`config.mk`:
```
export PLATFORM = sky130hd
export DESIGN_NAME = rx_address_parser
export DESIGN_NICKNAME = d
export VERILOG_FILES = /design/src/rtl/eth_pkg.sv /design/src/rtl/rx_address_parser.sv
export SDC_FILE = /design/constraint.sdc
export NUM_CORES = 1
export LEC_CHECK = 0
export ABC_AREA = 1
export BUFFER_PORTS_ARGS = -buffer_cell sky130_fd_sc_hd__buf_2
export CAP_MARGIN = 20
export CORE_MARGIN = 10
export CORE_UTILIZATION = 40
export CTS_CLUSTER_SIZE = 14
export DETAILED_ROUTE_END_ITERATION = 10
export PLACE_DENSITY = 0.69
export SETUP_SLACK_MARGIN = 0.3
export SYNTH_ARGS = -nofsm -noshare
export SYNTH_HDL_FRONTEND = slang
export SYNTH_SLANG_ARGS = --single-unit
```
`constraint.sdc`:
```
create_clock -name clk -period 2.17 [get_ports clk]
set_input_delay 0.217 -clock clk [delete_from_list [all_inputs] [get_ports clk]]
set_output_delay 0.217 -clock clk [all_outputs]
set_load 0.05 [all_outputs]
```
`src/rtl/eth_pkg.sv`:
```
// eth_pkg: shared Ethernet RX types, header constants and parser state encoding
package eth_pkg;
  typedef struct packed {
    logic [47:0] src;
    logic [47:0] dst;
  } address;
  localparam logic [47:0] MAC_BCAST = 48'hFFFF_FFFF_FFFF;
  localparam int HDR_BYTES = 12;
  typedef enum logic [1:0] {SYNC, HDR, BODY} rx_parse_state_e;
endpackage

```
`src/rtl/rx_address_parser.sv`:
```
// rx_address_parser: captures dst/src MACs from RX AXI4-Stream frames, strobes good frames
// Optional station-address filtering is compiled in with RX_ADDR_FILTER_EN.
module rx_address_parser
  import eth_pkg::*;
#(
  parameter int          CNT_W     = 16,
  parameter logic [47:0] LOCAL_MAC = 48'h02_00_00_00_00_01
) (
  input  logic             clk,
  input  logic             rst_n,
  input  logic [7:0]       s_axis_tdata,
  input  logic             s_axis_tvalid,
  input  logic             s_axis_tlast,
  input  logic             s_axis_tuser,
  output address           rx_address,
  output logic             address_wr,
  output logic             runt_err,
  output logic             bad_frame,
  output logic             filt_drop,
  output logic [CNT_W-1:0] good_cnt
);
  localparam logic [3:0] LAST_HDR = 4'(HDR_BYTES - 1);
  localparam logic [3:0] DST_END  = 4'(HDR_BYTES / 2);
  rx_parse_state_e state;
  logic [3:0]  cnt;
  logic [47:0] shadow_dst, shadow_src;
  logic        accept;
`ifdef RX_ADDR_FILTER_EN
  function automatic logic addr_ok(input logic [47:0] d);
    return (d == LOCAL_MAC) || (d == MAC_BCAST) || d[40];
  endfunction
  assign accept = addr_ok(shadow_dst);
`else
  logic unused_local_mac;
  assign unused_local_mac = ^LOCAL_MAC;
  assign accept = 1'b1;
  assign filt_drop = 1'b0;
`endif
  wire eof = s_axis_tvalid && s_axis_tlast;
  always_ff @(posedge clk or negedge rst_n) begin
    if (!rst_n) begin
      state      <= SYNC;
      cnt        <= '0;
      shadow_dst <= '0;
      shadow_src <= '0;
      rx_address <= '0;
      address_wr <= 1'b0;
      runt_err   <= 1'b0;
      bad_frame  <= 1'b0;
`ifdef RX_ADDR_FILTER_EN
      filt_drop  <= 1'b0;
`endif
      good_cnt   <= '0;
    end else begin
      address_wr <= 1'b0;
      runt_err   <= 1'b0;
      bad_frame  <= 1'b0;
`ifdef RX_ADDR_FILTER_EN
      filt_drop  <= 1'b0;
`endif
      case (state)
        SYNC: if (!s_axis_tvalid || s_axis_tlast) state <= HDR;
        HDR: if (s_axis_tvalid) begin
          if (cnt < DST_END) shadow_dst <= {shadow_dst[39:0], s_axis_tdata};
          else shadow_src <= {shadow_src[39:0], s_axis_tdata};
          cnt      <= (s_axis_tlast || cnt == LAST_HDR) ? 4'd0 : cnt + 4'd1;
          runt_err <= s_axis_tlast;
          if (!s_axis_tlast && cnt == LAST_HDR) state <= BODY;
        end
        BODY: if (eof) begin
          state     <= HDR;
          bad_frame <= s_axis_tuser;
          // shadow regs are copied on the tlast edge, so a following header cannot corrupt them
          if (!s_axis_tuser && accept) begin
            rx_address <= '{src: shadow_src, dst: shadow_dst};
            address_wr <= 1'b1;
            good_cnt   <= good_cnt + CNT_W'(good_cnt != '1);
          end
`ifdef RX_ADDR_FILTER_EN
          filt_drop <= !s_axis_tuser && !accept;
`endif
        end
        default: state <= SYNC;
      endcase
    end
  end
endmodule

```
==> results.py, run 1 <==
metrics = {
    "outcome": {
        "status": "finished, final reports clean",
    },
    "global_routing": {
        "grt_pass1_wl_microns": 32300,
        "grtUsageTotal_pct": 13.6,
        "grt_pass1_vias": 6282,
        "grt-ovfl-total": 0,
        "antenna_found_initial": 0,
        "grt_max_degree": 97,
    },
    "timing": {
        "tns_ns": 0,
        "timing.final.crit_share_pct": 80.9,
        "fmax_mhz": 570,
        "drv_slew": 0,
        "hold_viol": 0,
        "min_period_ns": 1.76,
        "rsz0062_at_grt": "no",
        "finClkSkew_ns": 0.0150,
        "setup_viol": 0,
    },
    "pwr": {
        "p_int_mw": 7.42,
        "leakage_nw": 5.28,
        "powerDensity_mw_per_mm2": 995,
        "irDropWorstVdd_mv": 0.673,
        "power_switching_share_pct": 28.1,
        "power.clock.fraction_pct": 36.0,
        "pwr-share-comb_pct": 14.7,
        "power.net_switching_mw": 2.91,
        "power_frac_seq_pct": 49.3,
        "total_power_mw": 10.3,
    },
    "critical_path": {
        "cp_common_cell": "nand2_1",
        "setup.worst_path.class": "reg -> reg",
        "path_cells": "nand2_2 > nor2_2 > inv_1 > nor2_4 > nand2_2 > ha_4 > ha_4 > nand3_4 > inv_2 > nand2_1 > nor2_2 > nand2_1 > nand2_1 > nand2_1",
        "cp_slowest_stage_delay_ns": 0.43,
        "path_max_fanout": 4,
        "crit_slowest_cell": "dfrtp_2",
        "cp.required_ns": 2.56,
        "crit_buf_inv": 2,
        "regToRegStartpoint": "good_cnt[4]",
        "crit_family": "simple AND/OR/NAND/NOR gates",
        "cp-start-kind": "register",
        "crit_path_end_kind": "register",
        "crit_start": "good_cnt[4]",
        "worstPathArrival_ns": 2.14,
    },
    "hold_path": {
        "hold_class": "in -> reg",
        "min_from": "s_axis_tlast",
    },
    "clock_network": {
        "cts_sinks": 217,
        "cts_tree": "done",
        "cts_made_buffers": 23,
        "clkLatencyLatePin_ns": 0.50,
        "path_clk_slew_ns": 0.06,
        "htree_levels": 1,
        "cts_root_buffer": "clkbuf_16",
        "clockBufferDepth": 3,
    },
    "finish": {
        "n_antenna_cell": 0,
        "mostFrequentLayoutCell": "nand2_1",
        "final_util_pct": 49.5,
        "final_nets": 1049,
        "area_growth_pct": 22.0,
        "drive_above_1_share_pct": 21.6,
        "mostFrequentLayoutCells": "nand2_1 (259), dfrtp_1 (204), buf_2 (126)",
    },
    "logic_synthesis": {
        "ys_warn_count": 0,
        "synth_seq_area_share_pct": 63.8,
        "syn_area_per_cell_sq_um": 9.55,
        "netlist_area_sq_mm": 0.00851,
        "synth_seq_cells": 217,
        "synth_cell_types": 26,
        "synth_nets": 907,
        "synthCells": 891,
    },
    "detailed_routing": {
        "viasPerCell": 4.67,
        "first_iter_violations": 487,
        "drt-wirelength-per-cell_microns": 14.3,
        "final_antenna_net_count": 0,
        "first_pass_iters": 6,
        "drc": 0,
        "route.vias.total": 6186,
        "drt_wl_total_microns": 19000,
    },
    "floorplan": {
        "die-area_sq_mm": 0.0275,
        "die_w_microns": 166,
        "core_region_area_sq_mm": 0.0210,
        "initial_utilization_pct": 40.6,
        "rows": 53,
        "io_pins": 129,
        "fp.dieH_microns": 166,
    },
    "place": {
        "io_buffers": 127,
        "hpwlAfterDp_microns": 12800,
        "place_congestion": 0.881,
    },
    "run": {
        "drv_cap": 0,
    },
}
## power by group through the flow
stage / Clock, mW / Sequential, mW / Combinational, mW
CTS: 3.83 / 5.09 / 1.56
floorplan: 0 / 5.07 / 1.12
finish: 3.72 / 5.09 / 1.52
global route: 4.03 / 5.18 / 1.80
detailed placement: 0 / 5.16 / 1.54
global placement: 0 / 5.14 / 1.48
## routing by layer
layer / share of wire, % / track usage [%] / vias to the layer above
met2: 46 / 21.4 / 125
met1: 46 / 18.4 / 2935
met4: 1.7 / 3.31 / 0
li1: - / - / 3097
met3: 5.9 / 3.45 / 29
met5: 0 / 0 / -
## area by class of cell
class | count | area (sq um)
Fill cell | 2015 | 10600
Sequential cell | 217 | 5450
Multi-Input combinational cell | 525 | 2470
Timing Repair Buffer | 160 | 1010
Clock buffer | 31 | 636
Inverter | 106 | 398
Tap cell | 275 | 344
Clock inverter | 10 | 83.8
## sequential cells by signal, summed over array words and instances, names as in the netlist
name        flops
address_wr      1
bad_frame       1
cnt             4
good_cnt       16
runt_err        1
rx_address     96
shadow_dst     48
shadow_src     48
state           2
## cell usage after synthesis
master / number / area share, %
o31ai_1: 1 / 0.088
nor2_1: 27 / 1.2
nor3_1: 2 / 0.12
nand4_1: 8 / 0.59
buf_4: 2 / 0.18
nor2_4: 4 / 0.53
clkbuf_2: 1 / 0.059
xnor2_1: 2 / 0.21
inv_1: 102 / 4.5
nand3b_1: 6 / 0.53
xor2_1: 4 / 0.41
conb_1: 1 / 0.044
nand3_1: 10 / 0.59
buf_2: 11 / 0.65
inv_2: 4 / 0.18
o21ai_0: 110 / 6.5
a21oi_1: 10 / 0.59
ha_1: 3 / 0.44
nor2_8: 1 / 0.24
dfrtp_1: 217 / 64
nor2_2: 1 / 0.074
clkbuf_1: 13 / 0.57
nand2_2: 2 / 0.15
o21ai_1: 70 / 4.1
buf_6: 16 / 2.1
nand2_1: 263 / 12
## logic make-up after synthesis
| family | after synthesis | synth area share (%) |
|---|---|---|
| compound gates | 191 | 11.3 |
| other cells | 1 | 0.0441 |
| buf+inv | 149 | 8.25 |
| fa+ha+maj | 3 | 0.441 |
| simple gates | 324 | 15.6 |
| flops | 217 | 63.8 |
| xor+xnor | 6 | 0.617 |
## worst register-to-register path: stages (launching register included)
cell     delay [ns]
dfrtp_2        0.43
nand2_2        0.11
nor2_2         0.04
inv_1          0.08
nor2_4         0.04
nand2_2        0.09
ha_4           0.16
ha_4           0.15
nand3_4        0.10
inv_2          0.09
nand2_1        0.06
nor2_2         0.10
nand2_1        0.07
nand2_1        0.07
nand2_1        0.05
## stage by stage
stage / hold WS [ns] / std cells / setup slack [ns] / cell area [sq um]
after floorplan: -0.0786 / 891 / 0.301 / 8570
after global placement: 0.158 / 1267 / 0.373 / 9480
after detailed placement: 0.154 / 1267 / 0.331 / 9480
after CTS: 0.0225 / 1318 / 0.314 / 10300
after global routing: 0.0570 / 1324 / 0.254 / 10400
final: 0.0501 / 1324 / 0.414 / 10400
## repair_timing
action,4_1_cts,5_1_grt
setup endpoints to repair,0,4
gates resized for setup,0,9
setup buffers,0,6
endpoints found under the hold margin,136,0
hold buffers,10,0
## path summary, 6_finish.rpt
path | end | slack, ns | cells past startpoint
setup reg to reg | good_cnt[14] | 0.41 | 14
min in group asynchronous | rx_address[40] | 0.20 | 2
hold reg to reg | rx_address[88] | 0.47 | 2
max in group asynchronous | shadow_src[42] | 1.26 | 3
hold / removal | bad_frame | 0.05 | 3
setup / recovery | good_cnt[14] | 0.41 | 14
Power figures use the tool's default switching activity.
==> run 2, diff against run 1 <==
--- a/config.mk
+++ b/config.mk
@@ -12,7 +12,7 @@
 export CORE_UTILIZATION = 40
 export CTS_CLUSTER_SIZE = 14
 export DETAILED_ROUTE_END_ITERATION = 10
-export PLACE_DENSITY = 0.69
+export PLACE_DENSITY = 0.72
 export SETUP_SLACK_MARGIN = 0.3
 export SYNTH_ARGS = -nofsm -noshare
 export SYNTH_HDL_FRONTEND = slang
==> constraint.sdc (replaced) <==
create_clock -name clk -period 1.5 [get_ports clk]
set_input_delay 0.15 -clock clk [delete_from_list [all_inputs] [get_ports clk]]
set_output_delay 0.15 -clock clk [all_outputs]
set_load 0.05 [all_outputs]
==> results.py, run 2 (synthesized netlist as in run 1, its figures left out) <==
metrics = {
    "outcome": {
        "status": "finished with violations",
        "violations": "negative setup slack",
    },
    "floorplan": {
        "initial_utilization_pct": 40.6,
        "fp.dieH_microns": 166,
        "die_w_microns": 166,
        "core_region_area_sq_mm": 0.0210,
        "die-area_sq_mm": 0.0275,
        "rows": 53,
        "io_pins": 129,
    },
    "finish": {
        "stdcell_count": 1571,
        "n_antenna_cell": 0,
        "regMostFlops": "rx_address",
        "drive_above_1_share_pct": 63.5,
        "largest_register_ffs": 96,
        "mostFrequentLayoutCells": "dfrtp_1 (196), o21ai_2 (149), buf_6 (147)",
        "mostFrequentLayoutCell": "dfrtp_1",
        "reg_top3": "rx_address (96), shadow_dst (48), shadow_src (48)",
        "fillers": 1096,
        "final_nets": 1300,
        "area_growth_pct": 91.5,
    },
    "global_routing": {
        "grtUsageMet3_pct": 4.83,
        "antenna_found_initial": 0,
        "grt_pass1_vias": 8253,
        "grtUsageTotal_pct": 20.8,
        "grt_util_met1_pct": 25.4,
        "grt-ovfl-total": 0,
        "grt.busiest_layer": "met2",
        "grt_max_degree": 61,
        "grt_pass1_wl_microns": 46900,
        "use_met2_pct": 35.9,
    },
    "pwr": {
        "power_switching_share_pct": 33.0,
        "irDropWorstVdd_mv": 0.966,
        "leakage_nw": 7.78,
        "total_power_mw": 19.0,
        "pwr-share-comb_pct": 30.0,
        "p_int_mw": 12.7,
        "powerDensity_mw_per_mm2": 1170,
        "power.net_switching_mw": 6.28,
        "power.clock.fraction_pct": 29.5,
        "power_frac_seq_pct": 40.5,
    },
    "timing": {
        "hold_viol": 0,
        "timing.final.crit_share_pct": 122,
        "rsz0062_at_grt": "yes",
        "fin_ws_ns": -0.328,
        "tns_ns": -10.79,
        "setup_viol": 149,
        "min_period_ns": 1.83,
        "finClkSkew_ns": 0.0148,
        "drv_slew": 0,
        "fmax_mhz": 547,
    },
    "clock_network": {
        "path_clk_slew_ns": 0.07,
        "cts_sinks": 217,
        "cts_tree": "done",
        "cts_made_buffers": 23,
        "clkLatencyLatePin_ns": 0.50,
        "cts_root_buffer": "clkbuf_16",
        "clockBufferDepth": 3,
        "htree_levels": 1,
    },
    "critical_path": {
        "crit_buf_inv": 2,
        "crit_path_end_kind": "register",
        "setup.worst_path.class": "reg -> reg",
        "path_cells": "nand2_2 > nor2_4 > inv_2 > nor2_4 > nand2_2 > ha_4 > buf_4 > nand3_2 > nor2_4 > nand2_2 > o21ai_2 > nand2_1",
        "crit_family": "simple AND/OR/NAND/NOR gates",
        "regToRegStartpoint": "good_cnt[10]",
        "crit_start": "good_cnt[10]",
        "cp_slowest_stage_delay_ns": 0.44,
        "path_max_fanout": 3,
        "worstPathArrival_ns": 2.21,
        "crit_slowest_cell": "dfrtp_2",
        "cp-start-kind": "register",
        "cp.required_ns": 1.88,
    },
    "place": {
        "place_congestion": 0.876,
        "pre_cts_ws_ns": -0.230,
        "hpwlAfterDp_microns": 13400,
        "io_buffers": 127,
        "dp.cells": 1298,
    },
    "hold_path": {
        "hold_class": "in -> reg",
        "min_from": "s_axis_tlast",
    },
    "detailed_routing": {
        "first_iter_violations": 518,
        "drt-wirelength-per-cell_microns": 22.2,
        "viasPerCell": 5.19,
        "drc": 0,
        "first_pass_iters": 4,
        "final_antenna_net_count": 0,
        "route.vias.total": 8160,
        "drt_wl_total_microns": 34800,
    },
    "run": {
        "drv_cap": 0,
    },
}
## run 2: cell types whose count changed in the layout (fill, tap and decap cells not counted), sizes merged
cell,change
inv,-2
dlymetal6s4s,+1
buf,+242
bufinv,+1
nand2,+8
clkinvlp,-2
clkbuf,-1
## run 2: power by group through the flow
stage	sequential (mW)	clock (mW)	combinational (mW)
2_1_floorplan	7.34	0	1.84
3_3_place_gp	7.42	0	2.38
3_5_place_dp	7.45	0	2.43
4_1_cts	7.43	5.59	4.74
5_1_grt	7.76	5.91	6.11
6_report	7.69	5.60	5.70
## run 2: path summary, 6_finish.rpt
path | endpoint | slack, ns | cells past startpoint
min in group asynchronous | shadow_dst[27] | 0.15 | 2
worst max register to register | good_cnt[7] | -0.33 | 12
max in group asynchronous | rx_address[70] | 0.68 | 3
worst min-delay path | bad_frame | 0.03 | 3
worst min register to register | shadow_dst[40] | 0.49 | 2
worst max-delay path | good_cnt[7] | -0.33 | 12
## run 2: metrics by stage
step | utilization [%] | cell area, sq um | hold slack, ns
finish | 77.8 | 16300 | 0.0256
global route | 77.8 | 16300 | 0.0327
CTS | 68.5 | 14300 | -0.0359
detailed placement | 47.1 | 9870 | 0.0626
global placement | 47.1 | 9870 | 0.0665
floorplan | - | 8760 | -0.146
## run 2: worst min-delay path, delay by kind of cell
kind	cells	cell delay, ns
buffers and inverters	1	0.15
and+or+nand+nor	2	0.20
## run 2: what timing repair did
item                       CTS  global route
buffers inserted            86            89
hold endpoints to repair   239             0
pin swaps                   41            50
setup endpoints to repair  325           330
gates cloned                49             1
gates resized for setup    511           370
hold buffers                11             0
## run 2: layer usage
metal	up-vias	wire length, microns
li1	3647	-
met1	4125	13200
met2	280	18800
met3	108	1550
met4	0	1340
met5	-	0
## run 2: layout make-up
type / count / area, sq um / share of cell area, %
clock buffers: 30 / 632 / 3.88
clock inverters: 7 / 85.1 / 0.522
inverters: 106 / 415 / 2.55
multi-input cells: 533 / 4280 / 26.3
flip-flops and latches: 217 / 5460 / 33.5
well taps: 275 / 344 / 2.11
repair buffers: 403 / 5090 / 31.2
==> run 3, diff against run 2 <==
--- a/config.mk
+++ b/config.mk
@@ -12,7 +12,7 @@
 export CORE_UTILIZATION = 40
 export CTS_CLUSTER_SIZE = 14
 export DETAILED_ROUTE_END_ITERATION = 10
-export PLACE_DENSITY = 0.72
+export PLACE_DENSITY = 0.69
 export SETUP_SLACK_MARGIN = 0.3
 export SYNTH_ARGS = -nofsm -noshare
 export SYNTH_HDL_FRONTEND = slang
==> constraint.sdc (replaced) <==
create_clock -name clk -period 1.9 [get_ports clk]
set_input_delay 0.19 -clock clk [delete_from_list [all_inputs] [get_ports clk]]
set_output_delay 0.19 -clock clk [all_outputs]
set_load 0.05 [all_outputs]
==> results.py, run 3 (synthesized netlist as in run 1, its figures left out) <==
metrics = {
    "critical_path": {
        "cp_common_cell": "nand2_1",
        "crit_start": "good_cnt[8]",
        "crit_buf_inv": 2,
        "cp_slowest_stage_delay_ns": 0.43,
        "crit_path_end_kind": "register",
        "ff2ff_path_depth": 13,
        "ff2ff_setup_slack_ns": 0.16,
        "worstPathArrival_ns": 2.12,
        "cp-start-kind": "register",
        "cp.depth": 13,
        "path_max_fanout": 4,
        "setup.worst_path.class": "reg -> reg",
        "crit_slowest_cell": "dfrtp_2",
        "cp.required_ns": 2.29,
        "r2r_end": "good_cnt[12]",
        "regToRegStartpoint": "good_cnt[8]",
        "crit_path_end": "good_cnt[12]",
        "crit_family": "simple AND/OR/NAND/NOR gates",
        "path_cells": "nand2_2 > inv_2 > nand3_4 > nor2_4 > nand2_2 > ha_4 > ha_4 > nand3_4 > buf_4 > nor2_4 > nand2_1 > nand2_1 > nand2_1",
    },
    "floorplan": {
        "fp.dieH_microns": 166,
        "die_w_microns": 166,
        "initial_utilization_pct": 40.6,
        "io_pins": 129,
        "rows": 53,
        "die-area_sq_mm": 0.0275,
        "core_region_area_sq_mm": 0.0210,
    },
    "detailed_routing": {
        "drt_wl_total_microns": 20300,
        "viasPerCell": 4.74,
        "route.vias.total": 6311,
        "drt-wirelength-per-cell_microns": 15.3,
        "first_pass_iters": 5,
        "first_iter_violations": 394,
        "drc": 0,
        "final_antenna_net_count": 0,
    },
    "pwr": {
        "powerDensity_mw_per_mm2": 1160,
        "leakage_nw": 5.40,
        "irDropWorstVdd_mv": 0.687,
        "power_frac_seq_pct": 47.1,
        "pwr-share-comb_pct": 15.5,
        "power.clock.fraction_pct": 37.4,
        "p_int_mw": 8.88,
        "power.net_switching_mw": 3.45,
        "power_switching_share_pct": 28.0,
    },
    "finish": {
        "drive_above_1_share_pct": 23.3,
        "area_growth_pct": 25.1,
        "final_nets": 1055,
        "mostFrequentLayoutCell": "nand2_1",
        "n_antenna_cell": 0,
        "mostFrequentLayoutCells": "nand2_1 (255), dfrtp_1 (201), buf_2 (126)",
        "reg_top3": "rx_address (96), shadow_dst (48), shadow_src (48)",
        "regMostFlops": "rx_address",
        "fillers": 1938,
        "largest_register_ffs": 96,
    },
    "timing": {
        "min_period_ns": 1.74,
        "drv_slew": 0,
        "rsz0062_at_grt": "yes",
        "hold_viol": 0,
        "timing.final.crit_share_pct": 91.4,
        "finClkSkew_ns": 0.0101,
        "whs_ns": 0.0346,
        "setup_viol": 0,
        "fmax_mhz": 576,
        "tns_ns": 0,
    },
    "global_routing": {
        "grt-ovfl-total": 0,
        "grt_max_degree": 97,
        "antenna_found_initial": 0,
        "grtUsageTotal_pct": 13.6,
        "grt_pass1_vias": 6226,
        "grt_pass1_wl_microns": 32300,
    },
    "outcome": {
        "status": "finished, final reports clean",
    },
    "place": {
        "place_congestion": 0.832,
        "hpwlAfterDp_microns": 12500,
        "io_buffers": 127,
    },
    "run": {
        "drv_cap": 0,
    },
    "clock_network": {
        "cts_made_buffers": 24,
        "cts_tree": "done",
        "cts_sinks": 217,
        "clockBufferDepth": 3,
        "cts_root_buffer": "clkbuf_16",
        "clkLatencyLatePin_ns": 0.50,
        "path_clk_slew_ns": 0.06,
        "htree_levels": 1,
    },
    "hold_path": {
        "hold_class": "in -> reg",
    },
}
[run 3: cell types whose count changed in the layout (fill, tap and decap cells not counted), moves of 20 or more]
cell	delta
nand2_1	+159
o21ai_2	-149
buf_6	-146
buf_2	+115
buf_4	-115
o21ai_0	+108
nand2_4	-93
nand2_2	-65
o21ai_1	+45
buf_16	-40
buf_12	-35
buf_8	-20
[run 3: worst min-delay path by stage]
stage          slack [ns]  cells after the start             end           from
6_report             0.03                      3        runt_err  s_axis_tvalid
5_1_grt              0.05                      3        state[0]  s_axis_tvalid
2_1_floorplan       -0.11                      0      address_wr          rst_n
4_1_cts             0.008                      3        runt_err  s_axis_tvalid
3_3_place_gp         0.13                      1  rx_address[43]          rst_n
3_5_place_dp         0.13                      1  rx_address[40]          rst_n
[run 3: through the flow]
| step | instances | setup WS (ns) | power (mW) | cell area [sq um] | util, % |
|---|---|---|---|---|---|
| finish | 1331 | 0.164 | 12.3 | 10600 | 50.8 |
| global route | 1331 | 0.0790 | 13.1 | 10600 | 50.8 |
| CTS | 1322 | 0.213 | 12.3 | 10500 | 49.9 |
| detailed placement | 1261 | 0.153 | 7.58 | 9490 | 45.3 |
| global placement | 1261 | 0.187 | 7.50 | 9490 | 45.3 |
| floorplan | 891 | 0.0587 | 7.07 | 8620 | - |
[run 3: layout make-up]
type	instances	area, sq um	share of cell area (%)
well taps	275	344	3.23
inverters	106	400	3.76
multi-input cells	525	2520	23.7
clock buffers	35	733	6.89
repair buffers	165	1130	10.6
flip-flops and latches	217	5450	51.2
clock inverters	8	70.1	0.658
[run 3: repair_timing]
item / 4_1_cts / 5_1_grt
gates cloned: 0 / 5
resized for setup: 4 / 16
hold endpoints to repair: 94 / 0
pin swaps: 4 / 9
setup buffers: 7 / 4
endpoints found under the setup margin: 9 / 103
hold buffers: 11 / 0
[run 3: worst reg2reg max path: stages, from the launching register on]
cell     delay, ns
dfrtp_2       0.43
nand2_2       0.09
inv_2         0.05
nand3_4       0.08
nor2_4        0.05
nand2_2       0.08
ha_4          0.16
ha_4          0.14
nand3_4       0.10
buf_4         0.16
nor2_4        0.12
nand2_1       0.06
nand2_1       0.05
nand2_1       0.05
[run 3: per-layer routing]
metal,up-vias,track usage (%),routed length (microns)
met3,34,2.89,917
met5,-,0,0
met2,146,21.9,9320
met1,3026,18.1,9580
li1,3105,-,-
met4,0,4.28,488
[run 3: power groups by stage]
| stage | clock network (mW) | logic, mW | registers (mW) |
|---|---|---|---|
| 2_1_floorplan | 0 | 1.28 | 5.79 |
| 3_3_place_gp | 0 | 1.63 | 5.86 |
| 6_report | 4.61 | 1.91 | 5.81 |
| 4_1_cts | 4.75 | 1.73 | 5.81 |
| 5_1_grt | 4.92 | 2.23 | 5.92 |
| 3_5_place_dp | 0 | 1.69 | 5.89 |
